[config.mk]
export PLATFORM = sky130hd
export DESIGN_NAME = ula_sequencial
export DESIGN_NICKNAME = d
export VERILOG_FILES = /design/src/rtl/ula_pkg.sv /design/src/rtl/ula_fatia_4b.sv /design/src/rtl/ula_sequencial.sv
export SDC_FILE = /design/constraint.sdc
export NUM_CORES = 1
export LEC_CHECK = 0
export CORE_UTILIZATION = 30
export DETAILED_ROUTE_END_ITERATION = 10
export HOLD_SLACK_MARGIN = 0.12
export SLEW_MARGIN = 10
export SYNTH_ARGS = -nofsm -noshare
export SYNTH_HDL_FRONTEND = slang
export SYNTH_SLANG_ARGS = --single-unit
[constraint.sdc]
create_clock -name clk -period 3.7 [get_ports clk]
set_input_delay 1.11 -clock clk [delete_from_list [all_inputs] [get_ports clk]]
set_output_delay 1.11 -clock clk [all_outputs]
set_load 0.05 [all_outputs]
[src/rtl/ula_pkg.sv]
// rtl/ula_pkg.sv - shared types and constants for the sequential nibble-serial ALU
package ula_pkg;

    localparam int SLICE_W = 4;

    typedef enum logic [2:0] {
        ULA_ADD    = 3'd0,
        ULA_SUB    = 3'd1,
        ULA_AND    = 3'd2,
        ULA_OR     = 3'd3,
        ULA_XOR    = 3'd4,
        ULA_PASS_A = 3'd5
    } ula_op_e;

    typedef enum logic [1:0] {
        IDLE = 2'd0,
        CALC = 2'd1,
        DONE = 2'd2
    } ula_state_e;

endpackage

[src/rtl/ula_fatia_4b.sv]
// rtl/ula_fatia_4b.sv - combinational 4-bit ALU slice with carry in/out and carry into bit 3
module ula_fatia_4b
    import ula_pkg::*;
(
    input  logic [3:0] a,
    input  logic [3:0] b,
    input  logic [2:0] op,
    input  logic       cin,
    output logic [3:0] f,
    output logic       cout,
    output logic       c3
);

    logic [3:0] bb;
    logic [3:0] lo;
    logic [1:0] hi;

    // Subtraction is a + ~b with the caller seeding cin=1 on the first slice.
    assign bb = (op == ULA_SUB) ? ~b : b;
    assign lo = {1'b0, a[2:0]} + {1'b0, bb[2:0]} + {3'b000, cin};
    assign hi = {1'b0, a[3]} + {1'b0, bb[3]} + {1'b0, lo[3]};

    always_comb begin
        f    = 4'h0;
        cout = 1'b0;
        c3   = 1'b0;
        case (op)
            ULA_ADD, ULA_SUB: begin
                f    = {hi[0], lo[2:0]};
                cout = hi[1];
                c3   = lo[3];
            end
            ULA_AND:    f = a & b;
            ULA_OR:     f = a | b;
            ULA_XOR:    f = a ^ b;
            ULA_PASS_A: f = a;
            default:    f = 4'h0;
        endcase
    end

endmodule

[src/rtl/ula_sequencial.sv]
// rtl/ula_sequencial.sv - WIDTH-bit ALU iterating one 4-bit slice per cycle; optional ULA_FLAGS_EN adds zero/ovf
module ula_sequencial
    import ula_pkg::*;
#(
    parameter int WIDTH = 8
) (
    input  logic             clk,
    input  logic             rst,
    input  logic             in_valid,
    output logic             in_ready,
    input  logic [WIDTH-1:0] a,
    input  logic [WIDTH-1:0] b,
    input  logic [2:0]       op,
    output logic             out_valid,
    input  logic             out_ready,
    output logic [WIDTH-1:0] f,
    output logic             cout
`ifdef ULA_FLAGS_EN
    ,
    output logic             zero,
    output logic             ovf
`endif
);

    localparam int NSLICE = WIDTH / SLICE_W;
    localparam int CNT_W  = (NSLICE > 1) ? $clog2(NSLICE) : 1;

    if ((WIDTH % SLICE_W) != 0 || WIDTH < SLICE_W) begin : g_width_check
        $error("ula_sequencial: WIDTH must be a multiple of 4 and >= 4");
    end

    ula_state_e       state;
    logic [CNT_W-1:0] cnt;
    logic [WIDTH-1:0] a_sh;
    logic [WIDTH-1:0] b_sh;
    logic [2:0]       op_r;
    logic             carry;
    logic [3:0]       s_f;
    logic             s_cout;
    logic             s_c3;
    logic [WIDTH-1:0] f_next;
    logic             last;

    ula_fatia_4b u_fatia (
        .a    (a_sh[SLICE_W-1:0]),
        .b    (b_sh[SLICE_W-1:0]),
        .op   (op_r),
        .cin  (carry),
        .f    (s_f),
        .cout (s_cout),
`ifdef ULA_FLAGS_EN
        .c3   (s_c3)
`else
        .c3   ()
`endif
    );

`ifndef ULA_FLAGS_EN
    assign s_c3 = 1'b0;
`endif

    // Earlier nibbles live in a shadow register so f only changes when the whole result is ready.
    if (WIDTH > SLICE_W) begin : g_shadow
        logic [WIDTH-SLICE_W-1:0] f_sh;
        assign f_next = {s_f, f_sh};
        always_ff @(posedge clk) begin
            if (rst) begin
                f_sh <= '0;
            end else if (state == CALC) begin
                f_sh <= f_next[WIDTH-1:SLICE_W];
            end
        end
    end else begin : g_noshadow
        assign f_next = s_f;
    end

    assign last      = (cnt == CNT_W'(NSLICE - 1));
    assign in_ready  = (state == IDLE);
    assign out_valid = (state == DONE);

    always_ff @(posedge clk) begin
        if (rst) begin
            state <= IDLE;
            cnt   <= '0;
            a_sh  <= '0;
            b_sh  <= '0;
            op_r  <= 3'd0;
            carry <= 1'b0;
            f     <= '0;
            cout  <= 1'b0;
`ifdef ULA_FLAGS_EN
            zero  <= 1'b0;
            ovf   <= 1'b0;
`endif
        end else begin
            case (state)
                IDLE: begin
                    if (in_valid) begin
                        a_sh  <= a;
                        b_sh  <= b;
                        op_r  <= op;
                        carry <= (op == ULA_SUB);
                        cnt   <= '0;
                        state <= CALC;
                    end
                end
                CALC: begin
                    a_sh  <= a_sh >> SLICE_W;
                    b_sh  <= b_sh >> SLICE_W;
                    carry <= s_cout;
                    if (last) begin
                        f     <= f_next;
                        cout  <= s_cout;
`ifdef ULA_FLAGS_EN
                        zero  <= (f_next == '0);
                        ovf   <= s_c3 ^ s_cout;
`endif
                        cnt   <= '0;
                        state <= DONE;
                    end else begin
                        cnt <= cnt + CNT_W'(1);
                    end
                end
                DONE: begin
                    if (out_ready) begin
                        state <= IDLE;
                    end
                end
                default: state <= IDLE;
            endcase
        end
    end

endmodule

==> impl_metrics.env <==
export IMPL_synth_xor_area_frac=0.0280
export IMPL_cp_num_buf_inv=1
export IMPL_crit_family="buffers and inverters"
export IMPL_cts_sinks=36
export IMPL_io_pins=34
export IMPL_cts_root_buf="clkbuf_8"
export IMPL_fp_dieArea_um2=6580
export IMPL_grt_max_degree=37
export IMPL_synth_area_um2=1880
export IMPL_start_kind="flop"
export IMPL_final_nets=287
export IMPL_synth_cell_types=33
export IMPL_synth_nets=261
export IMPL_dp_hpwl_um=2770
export IMPL_p_leak_nw=0.842
export IMPL_firstDrtPassIters=4
export IMPL_cap_violations=0
export IMPL_via_count=1548
export IMPL_core_rowCount=28
export IMPL_finalClockSkew_ps=2.71
export IMPL_power_frac_seq=0.471
export IMPL_crit_slowest_cell="clkdlybuf4s50_1"
export IMPL_wl_um=3810
export IMPL_netlist_instances=225
export IMPL_layout_common_cells="nand2_1, dfxtp_1, clkdlybuf4s50_1, nor2_1, a21oi_1"
export IMPL_wl_per_cell_um=11.7
export IMPL_cts_setup_buffers=0
export IMPL_cts_made_buffers=5
export IMPL_synth_compound_area_share=0.161
export IMPL_seq_area_frac_synth=0.384
export IMPL_start_util=0.313
export IMPL_drt_vias_per_instance=4.73
export IMPL_die_h_um=81.1
export IMPL_critPathMaxStageDelay_ps=830
export IMPL_n_antenna_cell=0
export IMPL_drt_iter0_drc=61
export IMPL_layout_commonest_cell="nand2_1"
export IMPL_postCtsHoldBufs=0
export IMPL_slew_limit_headroom=0.431
export IMPL_worstPathRequired_ps=2590
export IMPL_grt_overflow=0
export IMPL_clk_transition_reported_paths_ps=70
export IMPL_ys_warn_count=0
export IMPL_grt_pass1_wl_um=6640
export IMPL_p_comb_frac=0.222
export IMPL_remaining_drc_errors=0
export IMPL_synth_top_family_by_area="simple AND/OR/NAND/NOR gates"
export IMPL_p_per_area_nw_per_um2=407
export IMPL_path_cells="nor2b_1 > clkdlybuf4s50_1"
export IMPL_ant_nets=0
export IMPL_clockBufferDepth=2
export IMPL_peakVddDrop_v=0.000173
export IMPL_slew_viol_final=0
export IMPL_antenna_found_initial=0
export IMPL_synth_fa_ha_area_frac=0.0986
export IMPL_cts_tree="built"
export IMPL_p_clk_frac=0.307
export IMPL_critPathKind="reg2out"
export IMPL_whs_ps=453
export IMPL_cp_arrival_ps=1810
export IMPL_switching_share=0.292
export IMPL_areaGrowthSynthToFinish_pct=23.1
export IMPL_place_gp_congestion=0.781
export IMPL_p_int_w=0.000665
export IMPL_io_buffers=33
export IMPL_netSwitchingPower_w=0.000275
export IMPL_clk_latency_ps=290
export IMPL_first_global_vias=1427
export IMPL_finalSetupViolCount=0
export IMPL_cts_max_level=2
export IMPL_ctsResizeCount=0
export IMPL_setup_tns_ps=0
export IMPL_end_kind="primary output"
export IMPL_yosys_area_share_simple=0.234
export IMPL_finalHoldViolations=0
export IMPL_track_usage=0.133
export IMPL_rsz0062_at_grt="false"
export IMPL_ys_ff_latch=36
export IMPL_chipWidth_um=81.1
export IMPL_hold_class="reg2reg"
export IMPL_layout_min_cycle_time_ps=2920
export IMPL_path_max_fanout=9
export IMPL_tightest_slew_ps=853
export IMPL_synthMuxAreaShare=0.0233
export IMPL_avgSynthCellArea_um2=8.35
export IMPL_core_area_um2=5990
export IMPL_outcome="finished, final reports clean"
export IMPL_finalCritPeriodShare=0.788
export IMPL_layout_drive_gt1_share=0.0556
export IMPL_fmax_mhz=343
## worst register-to-register path: stages (launching register included)
cell and delay (ps):
dfxtp_1 600, and2_1 360, xnor2_1 160, ha_1 240, nor2b_1 120, o21ai_0 160, nand2b_1 100, fa_1 500
nor2_1 40, a211o_1 290, a311oi_1 240
## flip-flops by register name, indices dropped and copies added (netlist names)
signal and flops:
b_sh 8, f 8, carry 1, g_shadow.f_sh 4, a_sh 8, op_r 3
cout 1, state 2, cnt 1
## power groups by stage
stage / Clock, W / Sequential [W] / Combinational, W
6_report: 0.000288 / 0.000443 / 0.000209
5_1_grt: 0.000314 / 0.000447 / 0.000239
4_1_cts: 0.000295 / 0.000443 / 0.000211
3_5_place_dp: 0 / 0.000452 / 0.000211
2_1_floorplan: 0 / 0.000450 / 0.000154
3_3_place_gp: 0 / 0.000451 / 0.000210
## final timing paths
| kind | start | to | slack (ps) | cells after the start |
|---|---|---|---|---|
| worst max-delay path | state[1]$_SDFFE_PP0P_ | out_valid | 780 | 2 |
| worst max register to register | op_r[0]$_SDFFE_PP0P_ | f[7]$_SDFFE_PP0P_ | 800 | 10 |
| worst min-delay path | g_shadow.f_sh[0]$_SDFFE_PP0P_ | f[0]$_SDFFE_PP0P_ | 450 | 2 |
| worst min register to register | g_shadow.f_sh[0]$_SDFFE_PP0P_ | f[0]$_SDFFE_PP0P_ | 450 | 2 |
## final cells by class
class                           count  area [um^2]
Fill cell                         639         3680
Multi-Input combinational cell    163         1020
Sequential cell                    36          721
Timing Repair Buffer               35          345
Tap cell                           75         93.8
Clock buffer                        8         90.1
Inverter                           10         37.5
## per-stage QoR
| stage | setup WS [ps] | cells | power [W] | utilization | area, um^2 |
|---|---|---|---|---|---|
| 5_1_grt | 508 | 327 | 0.00100 | 0.386 | 2310 |
| 6_report | 783 | 327 | 0.000940 | 0.386 | 2310 |
| 3_5_place_dp | 830 | 319 | 0.000662 | 0.371 | 2220 |
| 3_3_place_gp | 888 | 319 | 0.000660 | 0.371 | 2220 |
| 2_1_floorplan | 1010 | 225 | 0.000604 | - | 1880 |
| 4_1_cts | 773 | 327 | 0.000949 | 0.386 | 2310 |
## per-layer routing
metal / wire [um] / share of wire / up-vias / track usage
li1: - / - / 815 / -
met3: 148 / 0.039 / 5 / 0.0416
met2: 1690 / 0.44 / 35 / 0.208
met5: 0 / 0 / - / 0
met4: 40 / 0.010 / 0 / 0.0482
met1: 1940 / 0.51 / 693 / 0.172
## cell usage after synthesis
master / instances / area share
ha_1: 10 / 0.067
nor2b_1: 6 / 0.020
buf_4: 4 / 0.016
nor3b_2: 1 / 0.0067
a32oi_1: 2 / 0.0093
o21bai_1: 1 / 0.0040
xnor2_1: 6 / 0.028
buf_6: 2 / 0.012
a31oi_1: 1 / 0.0033
nand3b_1: 1 / 0.0040
nand3_1: 12 / 0.032
nor2_1: 22 / 0.044
nand2_1: 43 / 0.086
a311o_1: 1 / 0.0053
inv_1: 10 / 0.020
buf_1: 1 / 0.0020
and3b_1: 1 / 0.0047
mux2_2: 3 / 0.018
mux2i_1: 1 / 0.0053
dfxtp_1: 36 / 0.38
and2_1: 1 / 0.0033
o21ai_0: 2 / 0.0053
o211ai_1: 1 / 0.0040
nand2b_1: 6 / 0.020
a21oi_1: 19 / 0.051
or2_2: 1 / 0.0033
a211o_1: 1 / 0.0047
and3b_2: 1 / 0.0053
clkbuf_1: 4 / 0.0080
buf_2: 5 / 0.013
fa_1: 3 / 0.032
or3b_1: 1 / 0.0047
a311oi_1: 16 / 0.075
## cell families after synthesis
family                     after synthesis
AOI/OAI and AO/OA                       44
xor gates and xnor gates                 6
adders and majority gates               13
buffers and inverters                   26
DFF                                     36
muxes                                    4
and+or+nand+nor                         96
(Power assumes the default switching activity.)
